**src/rtl/univ_shift_reg.sv**
```systemverilog
// Universal N-bit shift register: shift/rotate both ways, parallel load, clear, with a frame counter.
// Latency: one clk from the operation edge to PR/cnt/frame_done; SR_out/SL_out are taps of PR.
// Backpressure: none; enable=0 freezes PR and cnt and drops frame_done on the next edge.
module univ_shift_reg #(
  parameter int N  = 8,
  parameter int CW = $clog2(N)
) (
  input  logic          clk,
  input  logic          rst,
  input  logic          enable,
  input  logic [2:0]    mode,
  input  logic          SR_in,
  input  logic          SL_in,
  input  logic [N-1:0]  PL_in,
  output logic [N-1:0]  PR,
  output logic          SR_out,
  output logic          SL_out,
  output logic [CW-1:0] cnt,
  output logic          frame_done
);

  localparam logic [2:0] M_HOLD = 3'b000;
  localparam logic [2:0] M_SHR  = 3'b001;
  localparam logic [2:0] M_SHL  = 3'b010;
  localparam logic [2:0] M_ROR  = 3'b011;
  localparam logic [2:0] M_ROL  = 3'b100;
  localparam logic [2:0] M_LOAD = 3'b101;
  localparam logic [2:0] M_CLR  = 3'b110;

  // Last count value of a frame; the shift that lands here completes the frame.
  localparam logic [CW-1:0] CNT_LAST = CW'(N - 1);

  logic          is_shift;
  logic [N-1:0]  shift_val;

  // Compute the shifted/rotated value and flag whether this mode counts toward the frame.
  always_comb begin
    is_shift  = 1'b0;
    shift_val = PR;
    case (mode)
      M_SHR: begin is_shift = 1'b1; shift_val = {SR_in, PR[N-1:1]}; end
      M_SHL: begin is_shift = 1'b1; shift_val = {PR[N-2:0], SL_in}; end
      M_ROR: begin is_shift = 1'b1; shift_val = {PR[0], PR[N-1:1]}; end
      M_ROL: begin is_shift = 1'b1; shift_val = {PR[N-2:0], PR[N-1]}; end
      default: begin is_shift = 1'b0; shift_val = PR; end
    endcase
  end

  // Register, frame counter and frame-complete pulse; reset clears everything immediately.
  always_ff @(posedge clk or posedge rst) begin
    if (rst) begin
      PR         <= '0;
      cnt        <= '0;
      frame_done <= 1'b0;
    end else begin
      // Pulse is one cycle wide: default low, raised only by a frame-completing shift.
      frame_done <= 1'b0;
      if (enable) begin
        if (is_shift) begin
          PR <= shift_val;
          if (cnt == CNT_LAST) begin
            cnt        <= '0;
            frame_done <= 1'b1;
          end else begin
            cnt <= cnt + 1'b1;
          end
        end else if (mode == M_LOAD) begin
          // A load abandons any partial frame.
          PR  <= PL_in;
          cnt <= '0;
        end else if (mode == M_CLR) begin
          PR  <= '0;
          cnt <= '0;
        end
        // M_HOLD and the reserved code fall through: PR and cnt keep their values.
      end
    end
  end

  // Serial taps follow PR directly.
  assign SR_out = PR[0];
  assign SL_out = PR[N-1];

  // M_HOLD is named for readability of the mode map; it needs no explicit branch.
  logic unused_hold;
  assign unused_hold = (mode == M_HOLD);

endmodule

```
**config.mk**
```make
export PLATFORM = sky130hd
export DESIGN_NAME = univ_shift_reg
export DESIGN_NICKNAME = d
export VERILOG_FILES = /design/src/rtl/univ_shift_reg.sv
export SDC_FILE = /design/constraint.sdc
export NUM_CORES = 1
export LEC_CHECK = 0
export CAP_MARGIN = 20
export CORE_AREA = 3 3 47 49
export CTS_BUF_LIST = sky130_fd_sc_hd__clkbuf_4 sky130_fd_sc_hd__clkbuf_8 sky130_fd_sc_hd__clkbuf_16
export CTS_CLUSTER_DIAMETER = 40
export DETAILED_ROUTE_END_ITERATION = 16
export DIE_AREA = 0 0 50 52
export PLACE_DENSITY = 0.8
export SETUP_SLACK_MARGIN = 0.02
export SYNTH_ARGS = -nofsm -noshare
export SYNTH_HDL_FRONTEND = slang
export SYNTH_SLANG_ARGS = --single-unit
```
**constraint.sdc**
```tcl
create_clock -name clk -period 4.3 [get_ports clk]
set_input_delay 0.86 -clock clk [delete_from_list [all_inputs] [get_ports clk]]
set_output_delay 0.86 -clock clk [all_outputs]
set_load 0.01 [all_outputs]
```
==> summary.txt, run 1 <==
Status
  – Status: completed

Drt
  – Drc violations: 0
  – Drt pass-1 iters: 4
  – Max Used Layer: met4
  – Routed met2 length: 1.05 mm
  – Total Wirelength: 2.00 mm
  – Met3 WL: 111 um
  – Vias per cell: 5.55
  – Drt wl/cell: 14.7 um
  – DR iter-0 viols: 13
  – DRT met1 WL: 820 um
  – Via count: 755
  – Antenna viol nets, final: 0

Layout
  – Antenna cells: 0
  – Final cell count without fillers: 136
  – Area growth syn-to-layout: 34.1%
  – Most common cell after layout, fill and taps aside: clkdlybuf4s50_1
  – Design area: 1150 um^2
  – Final net count: 128
  – Layout cell share with drive strength beyond 1: 0.128
  – Commonest cells after routing, fill and taps aside: clkdlybuf4s50_1 (29), dfrtp_1 (12), nand2_1 (11), nor2b_1 (7), a22oi_1 (7)

Timing
  – Shortest period the worst path allows: 2.62 ns
  – Setup total negative slack: 0 ns
  – Relative slew slack: 0.523
  – Final setup viols: 0
  – Measured slew at the worst slew-check pin: 0.714 ns
  – Clock skew: 0.00612 ns
  – Unrepaired setup endpoints after global routing: no
  – Final period util: 0.609
  – F_max: 0.382 GHz
  – Setup slack after layout: 1.68 ns
  – Final Max Tran Viols: 0
  – Final Hold Viols: 0

Synthesis
  – Post-synthesis register bit count: 12
  – Synth cell types: 29
  – Average cell area after synthesis: 10.2 um^2
  – Mapped Cells: 84
  – Mapped Nets: 102
  – Largest area contributor in the netlist: dfrtp_1
  – Synth warn: 0
  – Mapped Area: 856 um^2
  – Area contributors post-synth: dfrtp_1 (35%), a22oi_1 (6.1%), buf_6 (5.3%)
  – Register area share after synthesis: 0.351
  – Top cell type's share of synthesized area: 0.351

Pwr
  – Combinational share of power: 0.392
  – Net Sw Frac: 0.325
  – Sequential Power Share: 0.386
  – Power Internal: 0.000279 W
  – Sw power: 0.000134 W
  – Clock share of power: 0.222
  – PD cells: 360 nW/um^2
  – Leak: 0.456 nW
  – Peak supply drop: 202 uV

Worst setup path
  – Delay-heaviest family, CP: buffers and inverters
  – Startpoint types: input port
  – CP max stage delay: 0.86 ns
  – Critical path endpoint category: register
  – Critical Path Fanout Max: 12
  – Buf+Inv Stages, Crit Path: 1
  – Slowest cell on crit path: clkdlybuf4s50_1
  – Worst Path Arrival: 2.82 ns
  – Critical path type: in -> reg
  – R2r endpoint: cnt[2]$_DFFE_PP0P_
  – Crit-path cells: clkdlybuf4s50_1 > nor2b_1 > a22oi_1 > mux2_2 > o21ai_2
  – R2R depth: 5
  – Worst R2R Setup Slack: 2.76 ns
  – Reg-to-reg startpoint: cnt[0]$_DFFE_PP0P_
  – WP data required: 4.50 ns

Placed design
  – Setup slack at placement: 1.41 ns
  – Detailed placement HPWL: 1.52 mm
  – Area post-placement: 1110 um^2
  – I/O Buffers: 29
  – Post-placement cell count: 132
  – GP Congestion: 0.793

Clock network
  – Longest Clk Path Bufs: 2
  – TritonCTS clock tree: built
  – Post_cts resized: 0
  – Post-CTS setup buffers: 0
  – Number of CTS-inserted buffers: 3
  – Clock root buffer: clkbuf_4
  – CTS Hold Bufs: 0
  – Sink Count: 12
  – Clock latency at the later pin of the worst-skew pair: 0.28 ns
  – H-Tree Depth: 1
  – Reg clk slew, reported paths: 0.08 ns

GRT
  – Total Routing Usage GR: 0.169
  – Vias in the first global route: 746
  – First-pass GRT wire length: 3.35 mm
  – Initial antenna violation count: 0
  – Pin count of the biggest net entering global routing: 19
  – Gr ovfl total: 0

Job
  – Number of max-cap violations: 0

Min path
  – Worst Hold End: PR[1]$_DFFE_PP0P_
  – Worst hold path type: reg -> reg
  – Min-delay src: PR[1]$_DFFE_PP0P_
  – Hold path cells: 2

Floorplanning
  – Row Count: 16
  – Core area: 1900 um^2
  – Die area: 2600 um^2
  – Die Width: 50 um
  – Initial Utilization: 0.450
  – Die height: 52 um
  – Io pins: 30
-- worst max path at each step --
stage               startpoint                end  cells after the start
detailed placement     mode[2]  PR[3]$_DFFE_PP0P_                      5
CTS                    mode[2]  PR[3]$_DFFE_PP0P_                      5
global route           mode[2]  PR[3]$_DFFE_PP0P_                      5
floorplan              mode[0]  PR[3]$_DFFE_PP0P_                      4
global placement       mode[2]  PR[6]$_DFFE_PP0P_                      5
finish                 mode[2]  PR[3]$_DFFE_PP0P_                      5
-- synthesized netlist by cell type --
cell type / instances
dfrtp_1: 12
nand2_1: 11
a22oi_1: 7
nor2b_1: 7
o21ai_1: 5
buf_6: 4
mux2_2: 4
a221o_1: 3
a22o_1: 3
a32oi_1: 3
nor2_1: 3
a21oi_1: 2
buf_4: 2
ha_1: 2
o21ai_2: 2
a221oi_1: 1
a31o_4: 1
and3b_1: 1
buf_2: 1
clkbuf_1: 1
inv_1: 1
inv_2: 1
mux2i_1: 1
nor3_1: 1
o211a_1: 1
o21a_1: 1
o2bb2ai_1: 1
o31ai_4: 1
xor2_4: 1
-- tightest hold or removal path: stages, from the launching register on --
cell and delay, ns:
dfrtp_1 0.39, nand2_1 0.06, o21ai_1 0.06
-- cells by family (layout without fill, tap and decap cells) --
logic type      after synthesis  count (layout)  synth area share
xor+xnor                      1               1            0.0322
simple gates                 23              23             0.129
flops                        12              12             0.351
buf+inv                      10              35            0.0892
compound gates               31              31             0.306
fa+ha+maj                     2               2            0.0292
mux                           5               5            0.0643
-- sequential cells by signal (all words and copies together), names as in the netlist --
| signal | flops |
|---|---|
| frame_done | 1 |
| PR | 8 |
| cnt | 3 |
-- metal layers --
layer / global-route usage / vias up
li1: - / 364
met1: 0.198 / 363
met2: 0.304 / 26
met3: 0.0372 / 2
met4: 0.0553 / 0
met5: 0 / -
-- power groups by stage --
| stage | clock network, W | registers (W) | logic (W) |
|---|---|---|---|
| 5_1_grt | 0.0000995 | 0.000163 | 0.000178 |
| 4_1_cts | 0.0000943 | 0.000160 | 0.000164 |
| 6_report | 0.0000916 | 0.000159 | 0.000162 |
| 3_5_place_dp | 0 | 0.000160 | 0.000164 |
| 2_1_floorplan | 0 | 0.000166 | 0.0000828 |
| 3_3_place_gp | 0 | 0.000160 | 0.000157 |
-- stage by stage --
stage,util,hold WS (ns),total power [W]
floorplan,-,0.545,0.000249
global placement,0.584,0.531,0.000318
detailed placement,0.584,0.531,0.000324
CTS,0.603,0.550,0.000418
global route,0.603,0.587,0.000441
finish,0.603,0.544,0.000413
-- cell type report --
| class | count | area, um^2 |
|---|---|---|
| inverter | 2 | 7.51 |
| clock buffer | 4 | 36.3 |
| multi-input combinational | 62 | 479 |
| sequential | 12 | 300 |
| tap | 27 | 33.8 |
| fill | 176 | 754 |
| timing repair buffer | 29 | 290 |
Power figures use the tool's default switching activity.
==> inputs of run 2 (changes only) <==
CORE_AREA = 3 3 51 53   (was 3 3 47 49)
DIE_AREA = 0 0 54 56   (was 0 0 50 52)
PLACE_DENSITY = 0.72   (was 0.8)
clock period = 2.13 ns   (was 4.3 ns; I/O delays follow)
==> run 2 against run 1 <==
Compared with the run above:
- final cell count up 3.7%
- sequential power increased by 100%
- register-to-register slack worse by 2.2 ns
- via count rose by 0.93%
- combinational power up 110%
- first-iteration DRC count rose by 46%
- largest cell class unchanged
==> summary.txt, run 2 (same netlist as run 1, synthesis figures left out) <==
Pwr
  – Combinational share of power: 0.418 (+0.026)
  – Clock share of power: 0.180 (-0.042)
  – Peak supply drop: 357 uV (+77%)
  – Total power: 0.000798 W (+93%)
  – Sequential Power Share: 0.402 (+0.016)
  – PD cells: 680 nW/um^2 (+89%)
  – Power Internal: 0.000529 W (+90%)
  – Net Sw Frac: 0.337 (+0.0120)
  – Leak: 0.473 nW (+3.8%)
  – Sw power: 0.000269 W (+100%)

Drt
  – Drt pass-1 iters: 4 (unchanged)
  – Drt wl/cell: 15.0 um (+2.1%)
  – Antenna viol nets, final: 0 (unchanged)
  – DR iter-0 viols: 19 (+6)
  – Drc violations: 0 (unchanged)
  – Via count: 762 (+0.93%)
  – Total Wirelength: 2.11 mm (+5.8%)
  – Vias per cell: 5.40 (-2.7%)

Layout
  – Area growth syn-to-layout: 37.0%
  – End-of-flow core utilization: 0.535 (-0.0682)
  – Most common cell after layout, fill and taps aside: clkdlybuf4s50_1
  – Top reg by flops: PR
  – Layout cell share with drive strength beyond 1: 0.159 (+0.0309)
  – Max reg flops: 8 (unchanged)
  – Final net count: 133 (+3.9%)
  – Biggest regs: PR: 8 flops, cnt: 3 flops, frame_done: 1 flops
  – Storage cell area: 300 um^2 (unchanged)
  – Antenna cells: 0 (unchanged)
  – Commonest cells after routing, fill and taps aside: clkdlybuf4s50_1 (29), dfrtp_1 (12), nand2_1 (11), nor2b_1 (7), a22oi_1 (7)
  – # fillers: 195 (+11%)
  – Multi-input gate area: 479 um^2 (unchanged)

GRT
  – Vias in the first global route: 706 (-5.4%)
  – Global Route met1 Usage: 0.197 (-0.00114)
  – Total Routing Usage GR: 0.151 (-0.0186)
  – Pin count of the biggest net entering global routing: 16 (-3)
  – Met3 Use GR: 0.0268 (-0.0104)
  – Routing usage on met2: 0.232 (-0.0725)
  – Initial antenna violation count: 0 (unchanged)
  – First-pass GRT wire length: 3.43 mm (+2.5%)
  – Gr busiest metal: met2
  – Gr ovfl total: 0 (unchanged)

Worst setup path
  – Critical path endpoint category: output port
  – Startpoint types: register
  – Buf+Inv Stages, Crit Path: 1 (unchanged)
  – Critical Path Fanout Max: 5 (-7)
  – CP max stage delay: 0.57 ns (-0.29 ns)
  – Crit-path cells: clkdlybuf4s50_1
  – Critical path type: reg -> out
  – Worst Path Arrival: 1.27 ns (-1.55 ns)
  – Slowest cell on crit path: clkdlybuf4s50_1
  – WP data required: 1.70 ns (-2.80 ns)
  – Delay-heaviest family, CP: buffers and inverters

Timing
  – Measured slew at the worst slew-check pin: 0.510 ns (-0.204 ns)
  – Final setup viols: 0 (unchanged)
  – Clock skew: 0.00318 ns (-0.00294 ns)
  – Shortest period the worst path allows: 1.69 ns
  – F_max: 0.591 GHz
  – Setup total negative slack: 0 ns (unchanged)
  – Unrepaired setup endpoints after global routing: no
  – Final Hold Viols: 0 (unchanged)
  – Relative slew slack: 0.660 (+0.137)
  – Final period util: 0.794
  – Final Max Tran Viols: 0 (unchanged)

Floorplanning
  – Core area: 2190 um^2 (+15%)
  – Io pins: 30 (unchanged)
  – Initial Utilization: 0.391 (-0.0594)
  – Die area: 3020 um^2 (+16%)
  – Row Count: 17 (+1)
  – Die Width: 54 um (+8.0%)
  – Die height: 56 um (+7.7%)

Clock network
  – Reg clk slew, reported paths: 0.08 ns (about the same)
  – TritonCTS clock tree: built
  – Post-CTS setup buffers: 0 (unchanged)
  – Clock root buffer: clkbuf_4
  – Sink Count: 12 (unchanged)
  – Longest Clk Path Bufs: 2 (unchanged)
  – Number of CTS-inserted buffers: 3 (unchanged)
  – Clock latency at the later pin of the worst-skew pair: 0.27 ns (about the same)
  – H-Tree Depth: 1 (unchanged)
  – CTS Hold Bufs: 0 (unchanged)
  – Post_cts resized: 0 (unchanged)

Placed design
  – GP Congestion: 0.779 (-1.7%)
  – I/O Buffers: 29 (unchanged)
  – Detailed placement HPWL: 1.64 mm (+7.6%)

Job
  – Number of max-cap violations: 0 (unchanged)

Min path
  – Worst hold path type: in -> async

Status
  – Status: completed
run 2: routing by layer:
metal	share of wire	up-vias
li1	-	371
met1	0.44	360
met2	0.48	27
met3	0.057	4
met4	0.023	0
met5	0	-
run 2: cell type report:
class                   count  share of cell area
repair buffers             34               0.280
clock buffers               3              0.0192
well taps                  28              0.0299
flip-flops and latches     12               0.256
inverters                   2             0.00640
multi-input cells          62               0.409
run 2: worst paths after layout:
kind	start	to	cells after the start	slack, ns
setup / recovery	PR[0]$_DFFE_PP0P_	SR_out	1	0.44
hold / removal	rst	PR[5]$_DFFE_PP0P_	2	0.48
setup reg to reg	cnt[0]$_DFFE_PP0P_	cnt[2]$_DFFE_PP0P_	5	0.60
hold reg to reg	PR[3]$_DFFE_PP0P_	PR[3]$_DFFE_PP0P_	2	0.54
max in group asynchronous	rst	PR[0]$_DFFE_PP0P_	2	1.31
min in group clk	PR[3]$_DFFE_PP0P_	PR[3]$_DFFE_PP0P_	2	0.54
run 2: worst register-to-register path, stage by stage (launching register included):
cell and delay, ns:
dfrtp_1 0.43, ha_1 0.22, ha_1 0.29, a32oi_1 0.16
nor2b_1 0.06, a221o_1 0.26
run 2: per-stage QoR:
stage | area (um^2) | instances | worst slack, ns | hold WS [ns]
finish | 1170 | 141 | 0.438 | 0.476
global route | 1170 | 141 | 0.354 | 0.511
CTS | 1170 | 141 | 0.431 | 0.485
detailed placement | 1150 | 138 | 0.180 | 0.530
global placement | 1150 | 138 | 0.204 | 0.528
floorplan | 856 | 84 | 0.651 | 0.291
run 2: power groups by stage:
| stage | combinational [W] | clock, W | sequential (W) |
|---|---|---|---|
| 2_1_floorplan | 0.000167 | 0 | 0.000336 |
| 3_3_place_gp | 0.000328 | 0 | 0.000324 |
| 3_5_place_dp | 0.000337 | 0 | 0.000323 |
| 4_1_cts | 0.000337 | 0.000148 | 0.000320 |
| 5_1_grt | 0.000361 | 0.000164 | 0.000331 |
| 6_report | 0.000333 | 0.000144 | 0.000321 |
==> inputs of run 3 (changes only) <==
clock period = 1.35 ns   (was 2.13 ns; I/O delays follow)
==> run 3 against run 2 <==
Compared with the run above:
- the run now ends with negative setup slack left
- total power up 77%
- clock skew up 0.0043 ns
- register-to-register slack worse by 0.64 ns
- sequential power up 55%
- largest cell class unchanged
==> summary.txt, run 3 (same netlist as run 1, synthesis figures left out) <==
Status
  – Status: finished, violations left
  – Failing checks: negative setup slack

Timing
  – Final period util: 1.03
  – Relative slew slack: 0.691 (+0.0317)
  – Final setup viols: 1 (+1)
  – Final Hold Viols: 0 (unchanged)
  – Unrepaired setup endpoints after global routing: yes
  – Clock skew: 0.00751 ns (+0.00433 ns)
  – Final Max Tran Viols: 0 (unchanged)
  – Setup slack after layout: -0.0417 ns (-0.480 ns)
  – Shortest period the worst path allows: 1.39 ns
  – F_max: 0.719 GHz
  – Measured slew at the worst slew-check pin: 0.463 ns (-0.0474 ns)

Drt
  – Vias per cell: 5.46 (+1.1%)
  – Antenna viol nets, final: 0 (unchanged)
  – Drt wl/cell: 15.3 um (+2.0%)
  – Via count: 847 (+11%)
  – Total Wirelength: 2.37 mm (+12%)
  – DR iter-0 viols: 16 (-3)
  – Drt pass-1 iters: 5 (+1)
  – Drc violations: 0 (unchanged)

Floorplanning
  – Io pins: 30 (unchanged)
  – Die Width: 54 um (unchanged)
  – Die area: 3020 um^2 (unchanged)
  – Initial Utilization: 0.391 (unchanged)
  – Die height: 56 um (unchanged)
  – Row Count: 17 (unchanged)
  – Core area: 2190 um^2 (unchanged)

Layout
  – # fillers: 208 (+6.7%)
  – Layout cell share with drive strength beyond 1: 0.323 (+0.164)
  – Final net count: 146 (+9.8%)
  – Commonest cells after routing, fill and taps aside: dlygate4sd2_1 (14), buf_4 (14), clkdlybuf4s50_1 (12), nand2_1 (11), dfrtp_1 (10)
  – Area growth syn-to-layout: 53.7%
  – Design area: 1320 um^2 (+12%)
  – Biggest regs: PR: 8 flops, cnt: 3 flops, frame_done: 1 flops
  – Top reg by flops: PR
  – Final cell count without fillers: 155 (+9.9%)
  – Max reg flops: 8 (unchanged)
  – Antenna cells: 0 (unchanged)

Placed design
  – Post-placement cell count: 145 (+5.1%)
  – Area post-placement: 1230 um^2 (+7.3%)
  – Setup slack at placement: -0.401 ns (-0.581 ns)
  – I/O Buffers: 29 (unchanged)
  – Detailed placement HPWL: 1.75 mm (+6.6%)
  – GP Congestion: 0.805 (+3.2%)

Worst setup path
  – CP max stage delay: 0.42 ns (-0.15 ns)
  – Worst Path Arrival: 1.55 ns (+0.28 ns)
  – Startpoint types: register
  – Slowest cell on crit path: dfrtp_2
  – Critical path endpoint category: register
  – Critical Path Fanout Max: 2 (-3)
  – Critical path type: reg -> reg
  – Crit-path cells: ha_2 > ha_4 > a32oi_1 > nor2b_1 > a221o_1
  – Buf+Inv Stages, Crit Path: 0 (-1)
  – Delay-heaviest family, CP: flip-flops
  – WP data required: 1.51 ns (-0.19 ns)

Pwr
  – Combinational share of power: 0.447 (+0.029)
  – PD cells: 1080 nW/um^2 (+58%)
  – Sequential Power Share: 0.352 (-0.050)
  – Clock share of power: 0.201 (+0.021)
  – Power Internal: 0.000950 W (+80%)
  – Leak: 0.600 nW (+27%)
  – Net Sw Frac: 0.329 (-0.00827)
  – Peak supply drop: 702 uV (+97%)
  – Sw power: 0.000466 W (+73%)

Clock network
  – TritonCTS clock tree: built
  – H-Tree Depth: 1 (unchanged)
  – Longest Clk Path Bufs: 2 (unchanged)
  – Clock root buffer: clkbuf_4
  – Reg clk slew, reported paths: 0.08 ns (about the same)
  – CTS Hold Bufs: 0 (unchanged)
  – Sink Count: 12 (unchanged)
  – Number of CTS-inserted buffers: 3 (unchanged)
  – Clock latency at the later pin of the worst-skew pair: 0.27 ns (about the same)

GRT
  – Vias in the first global route: 894 (+27%)
  – Total Routing Usage GR: 0.173 (+0.0219)
  – Pin count of the biggest net entering global routing: 13 (-3)
  – Initial antenna violation count: 0 (unchanged)
  – First-pass GRT wire length: 3.97 mm (+16%)
  – Gr ovfl total: 0 (unchanged)

Job
  – Number of max-cap violations: 0 (unchanged)

Min path
  – Worst hold path type: in -> async
## run 3: changes by cell type in the layout (fill, tap and decap cells not counted), moves of 2 or more
cell / previous run / this run
ha_1: 2 / 0
dlygate4sd2_1: 0 / 14
clkdlybuf4s50_1: 29 / 12
clkbuf_2: 0 / 2
buf_4: 5 / 14
dfrtp_1: 12 / 10
dfrtp_2: 0 / 2
buf_6: 0 / 3
## run 3: power groups by stage
stage	combinational [W]	clock [W]	sequential (W)
after global placement	0.000611	0	0.000513
after detailed placement	0.000624	0	0.000512
final	0.000633	0.000285	0.000498
after floorplan	0.000286	0	0.000541
after CTS	0.000616	0.000282	0.000500
after global routing	0.000687	0.000306	0.000508
## run 3: final cells by class
type	count	area, um^2	share of cell area
Sequential cell	12	303	0.230
Tap cell	28	35.0	0.0266
Timing Repair Buffer	46	412	0.313
Clock buffer	4	36.3	0.0276
Inverter	2	7.51	0.00571
Multi-Input combinational cell	63	522	0.397
## run 3: final timing paths
check / start / to / slack [ns] / depth (start not counted)
worst min-delay path: rst / frame_done$_DFF_PP0_ / 0.30 / 2
worst max register to register: cnt[0]$_DFFE_PP0P_ / cnt[2]$_DFFE_PP0P_ / -0.04 / 5
worst min register to register: PR[5]$_DFFE_PP0P_ / PR[5]$_DFFE_PP0P_ / 0.54 / 2
worst max-delay path: cnt[0]$_DFFE_PP0P_ / cnt[2]$_DFFE_PP0P_ / -0.04 / 5
min in group clk: PR[5]$_DFFE_PP0P_ / PR[5]$_DFFE_PP0P_ / 0.54 / 2
max in group asynchronous: rst / cnt[0]$_DFFE_PP0P_ / 0.71 / 2
## run 3: worst reg2reg max path, cell delays in order, from the launching register on
cell and delay (ns):
dfrtp_2 0.42, ha_2 0.18, ha_4 0.22, a32oi_1 0.14
nor2b_1 0.07, a221o_1 0.26
## run 3: per-stage QoR
step                hold slack [ns]   util  TNS, ns  total power [W]
global route                  0.360  0.600  -0.0957          0.00150
global placement              0.529  0.563    -3.71          0.00112
finish                        0.300  0.600  -0.0417          0.00142
detailed placement            0.544  0.563    -4.21          0.00114
floorplan                     0.135      -  -0.0502         0.000827
CTS                           0.317  0.597  -0.0508          0.00140
## run 3: routing by layer
layer	share of wire	track usage	routed length, um
met3	0.077	0.0456	183
met1	0.40	0.194	942
met4	0.0042	0.0356	10
met2	0.52	0.313	1230
met5	0	0	0
## run 3: timing repair
| item | in CTS | in global routing |
|---|---|---|
| pin swaps | 3 | 1 |
| cloned | 1 | 0 |
| setup endpoints to repair | 25 | 4 |
| hold endpoints to repair | 0 | 0 |
| gates resized for setup | 27 | 4 |
| buffers inserted | 4 | 1 |
==> RTL change, RTL diff (config.mk and constraints of run 2) <==
The parameter `N` goes from 8 to 4.
--- a/src/rtl/univ_shift_reg.sv
+++ b/src/rtl/univ_shift_reg.sv
@@ -4,3 +4,3 @@
 module univ_shift_reg #(
-  parameter int N  = 8,
+  parameter int N  = 4,
   parameter int CW = $clog2(N)
Ports: changed (resized PL_in, PR and cnt); port bits go from 30 to 21. No check against the original RTL was run, so the function may have changed too.
==> RTL change against run 2 <==
Setup slack gained 0.034 ns; total power down 29%; final cell count fell by 24%; design area is 32% lower; clock power is 11% lower; routed wire length fell by 39%; sequential power is 38% lower; combinational power is 27% lower; synthesized area shrank 34%; sequential cell count down 5; critical path type unchanged; largest cell class unchanged; largest power group unchanged.
==> RTL change: results (changes against run 2) <==
<table>
<tr><th>Metric</th><th>Value</th></tr>
<tr><th colspan="2">Detailed routing</th></tr>
<tr><td>Drt total wl</td><td>1279 um (-39%)</td></tr>
<tr><td>Vias/cell</td><td>4.841 (-10%)</td></tr>
<tr><td>First-iteration detailed-routing DRC count</td><td>9 (-10)</td></tr>
<tr><th colspan="2">Cells and area</th></tr>
<tr><td>Final #Nets</td><td>93 (-30%)</td></tr>
<tr><td>Filler-free cell count of the finished design</td><td>107 (-24%)</td></tr>
<tr><th colspan="2">Global routing</th></tr>
<tr><td>Global-route wire length before repair</td><td>1987 um (-42%)</td></tr>
<tr><td>Maximum number of pins on one net before global-route repair</td><td>12 (-4)</td></tr>
<tr><td>Number of global-route vias before repair</td><td>471 (-33%)</td></tr>
<tr><td>Global router's overall resource usage</td><td>8.971% (-6.1 points)</td></tr>
<tr><th colspan="2">Placed design</th></tr>
<tr><td>Number of port buffers</td><td>20 (-31%)</td></tr>
<tr><td>Cells after DPL</td><td>103 (-25%)</td></tr>
<tr><td>Post-detailed-placement half-perimeter wirelength</td><td>1015 um (-38%)</td></tr>
<tr><td>RD Place Congestion</td><td>0.9416 (+21%)</td></tr>
<tr><th colspan="2">Power and ir drop</th></tr>
<tr><td>Leakage power summed over all cells</td><td>0.3372 nW (-29%)</td></tr>
<tr><td>Worst vdd ir</td><td>0.0002544 V (-29%)</td></tr>
<tr><td>Proportion of total power due to net switching</td><td>31.54% (-2.2 points)</td></tr>
<tr><th colspan="2">CTS</th></tr>
<tr><td>CTS clk-pin slew, worst paths</td><td>0.05 ns (-0.03 ns)</td></tr>
<tr><td>Insertion delay to the later sink of the worst-skew pair</td><td>0.24 ns (-0.03 ns)</td></tr>
<tr><th colspan="2">Worst setup path</th></tr>
<tr><td>Biggest fanout along the worst timing path</td><td>6 (+1)</td></tr>
<tr><td>Critical path data arrival time</td><td>1.23 ns (-0.04 ns)</td></tr>
<tr><th colspan="2">Synth</th></tr>
<tr><td>Seq/Total Area, Yosys</td><td>30.97% (-4.1 points)</td></tr>
<tr><td>Netlist cell types</td><td>31 (+6.9%)</td></tr>
<tr><td>Cell types occupying the most area after synthesis</td><td>dfrtp_1, mux2i_1, buf_4</td></tr>
<tr><td>Commonest cells in the netlist</td><td>dfrtp_1, a21oi_1, buf_4, mux2i_1</td></tr>
<tr><td>Post-synthesis average cell area</td><td>9.751 um2 (-4.3%)</td></tr>
<tr><th colspan="2">STA</th></tr>
<tr><td>Slew headroom</td><td>76.35% (+10 points)</td></tr>
<tr><th colspan="2">Run status</th></tr>
<tr><td>Outcome</td><td>finished clean</td></tr>
</table>
RTL change: changes by cell type in the layout (fill, tap and decap cells not counted), moves of 4 or more:
cell,run 2,this run
clkdlybuf4s50_1,29,20
nand2_1,11,2
a22oi_1,7,0
dfrtp_1,12,7
nor2b_1,7,2
o21ai_1,5,0
mux2_2,4,0
RTL change: worst paths after layout:
kind                                    startpoint            endpoint  slack [ns]  depth (start not counted)
min in group clk                 PR[1]$_DFFE_PP0P_   PR[1]$_DFFE_PP0P_        0.61                          2
max in group asynchronous                      rst  cnt[0]$_DFFE_PP0P_        1.53                          2
worst min register to register   PR[1]$_DFFE_PP0P_   PR[1]$_DFFE_PP0P_        0.61                          2
worst min-delay path                           rst   PR[3]$_DFFE_PP0P_        0.40                          2
worst max-delay path            cnt[0]$_DFFE_PP0P_              cnt[0]        0.47                          1
worst max register to register  cnt[0]$_DFFE_PP0P_  cnt[0]$_DFFE_PP0P_        0.84                          4
RTL change: cells by family (layout without fill, tap and decap cells):
family,after synthesis,count (layout),synth area share [%]
buffers and inverters,9,30,11.28
muxes,4,4,7.080
adders and majority gates,1,1,2.212
xor gates and xnor gates,2,2,3.098
and+or+nand+nor,16,16,20.13
DFF,7,7,30.97
AOI/OAI and AO/OA,19,19,25.22
RTL change: stage by stage:
step	setup slack (ns)	cell area, um2
after floorplan	0.8501	565.5
after global placement	0.2603	770.7
after detailed placement	0.2260	770.7
after CTS	0.4492	800.8
after global routing	0.3972	800.8
final	0.4725	800.8
RTL change: area by class of cell:
class,count,area share [%]
Timing Repair Buffer,23,27.81
Tap cell,28,4.375
Sequential cell,7,21.88
Inverter,3,1.406
Clock buffer,4,3.750
Multi-Input combinational cell,42,40.78
RTL change: worst reg2reg max path: stages (launching register included):
cell and delay [ns]:
dfrtp_1 0.42, ha_1 0.23, nor3b_1 0.25, mux2i_1 0.10, o21ai_0 0.19
RTL change: power groups by stage:
| stage | registers [mW] | clock network [mW] | logic [mW] |
|---|---|---|---|
| finish | 0.199 | 0.128 | 0.242 |
| detailed placement | 0.201 | 0 | 0.243 |
| global placement | 0.202 | 0 | 0.241 |
| global route | 0.203 | 0.149 | 0.263 |
| CTS | 0.199 | 0.136 | 0.245 |
| floorplan | 0.209 | 0 | 0.123 |
RTL change: per-layer routing:
layer / vias up / global-route usage, % / share of wire [%]
met3: 0 / 3.485 / 8.9
li1: 261 / - / -
met1: 242 / 11.54 / 47
met2: 15 / 11.76 / 44
met5: - / 0 / 0
met4: 0 / 6.406 / 0
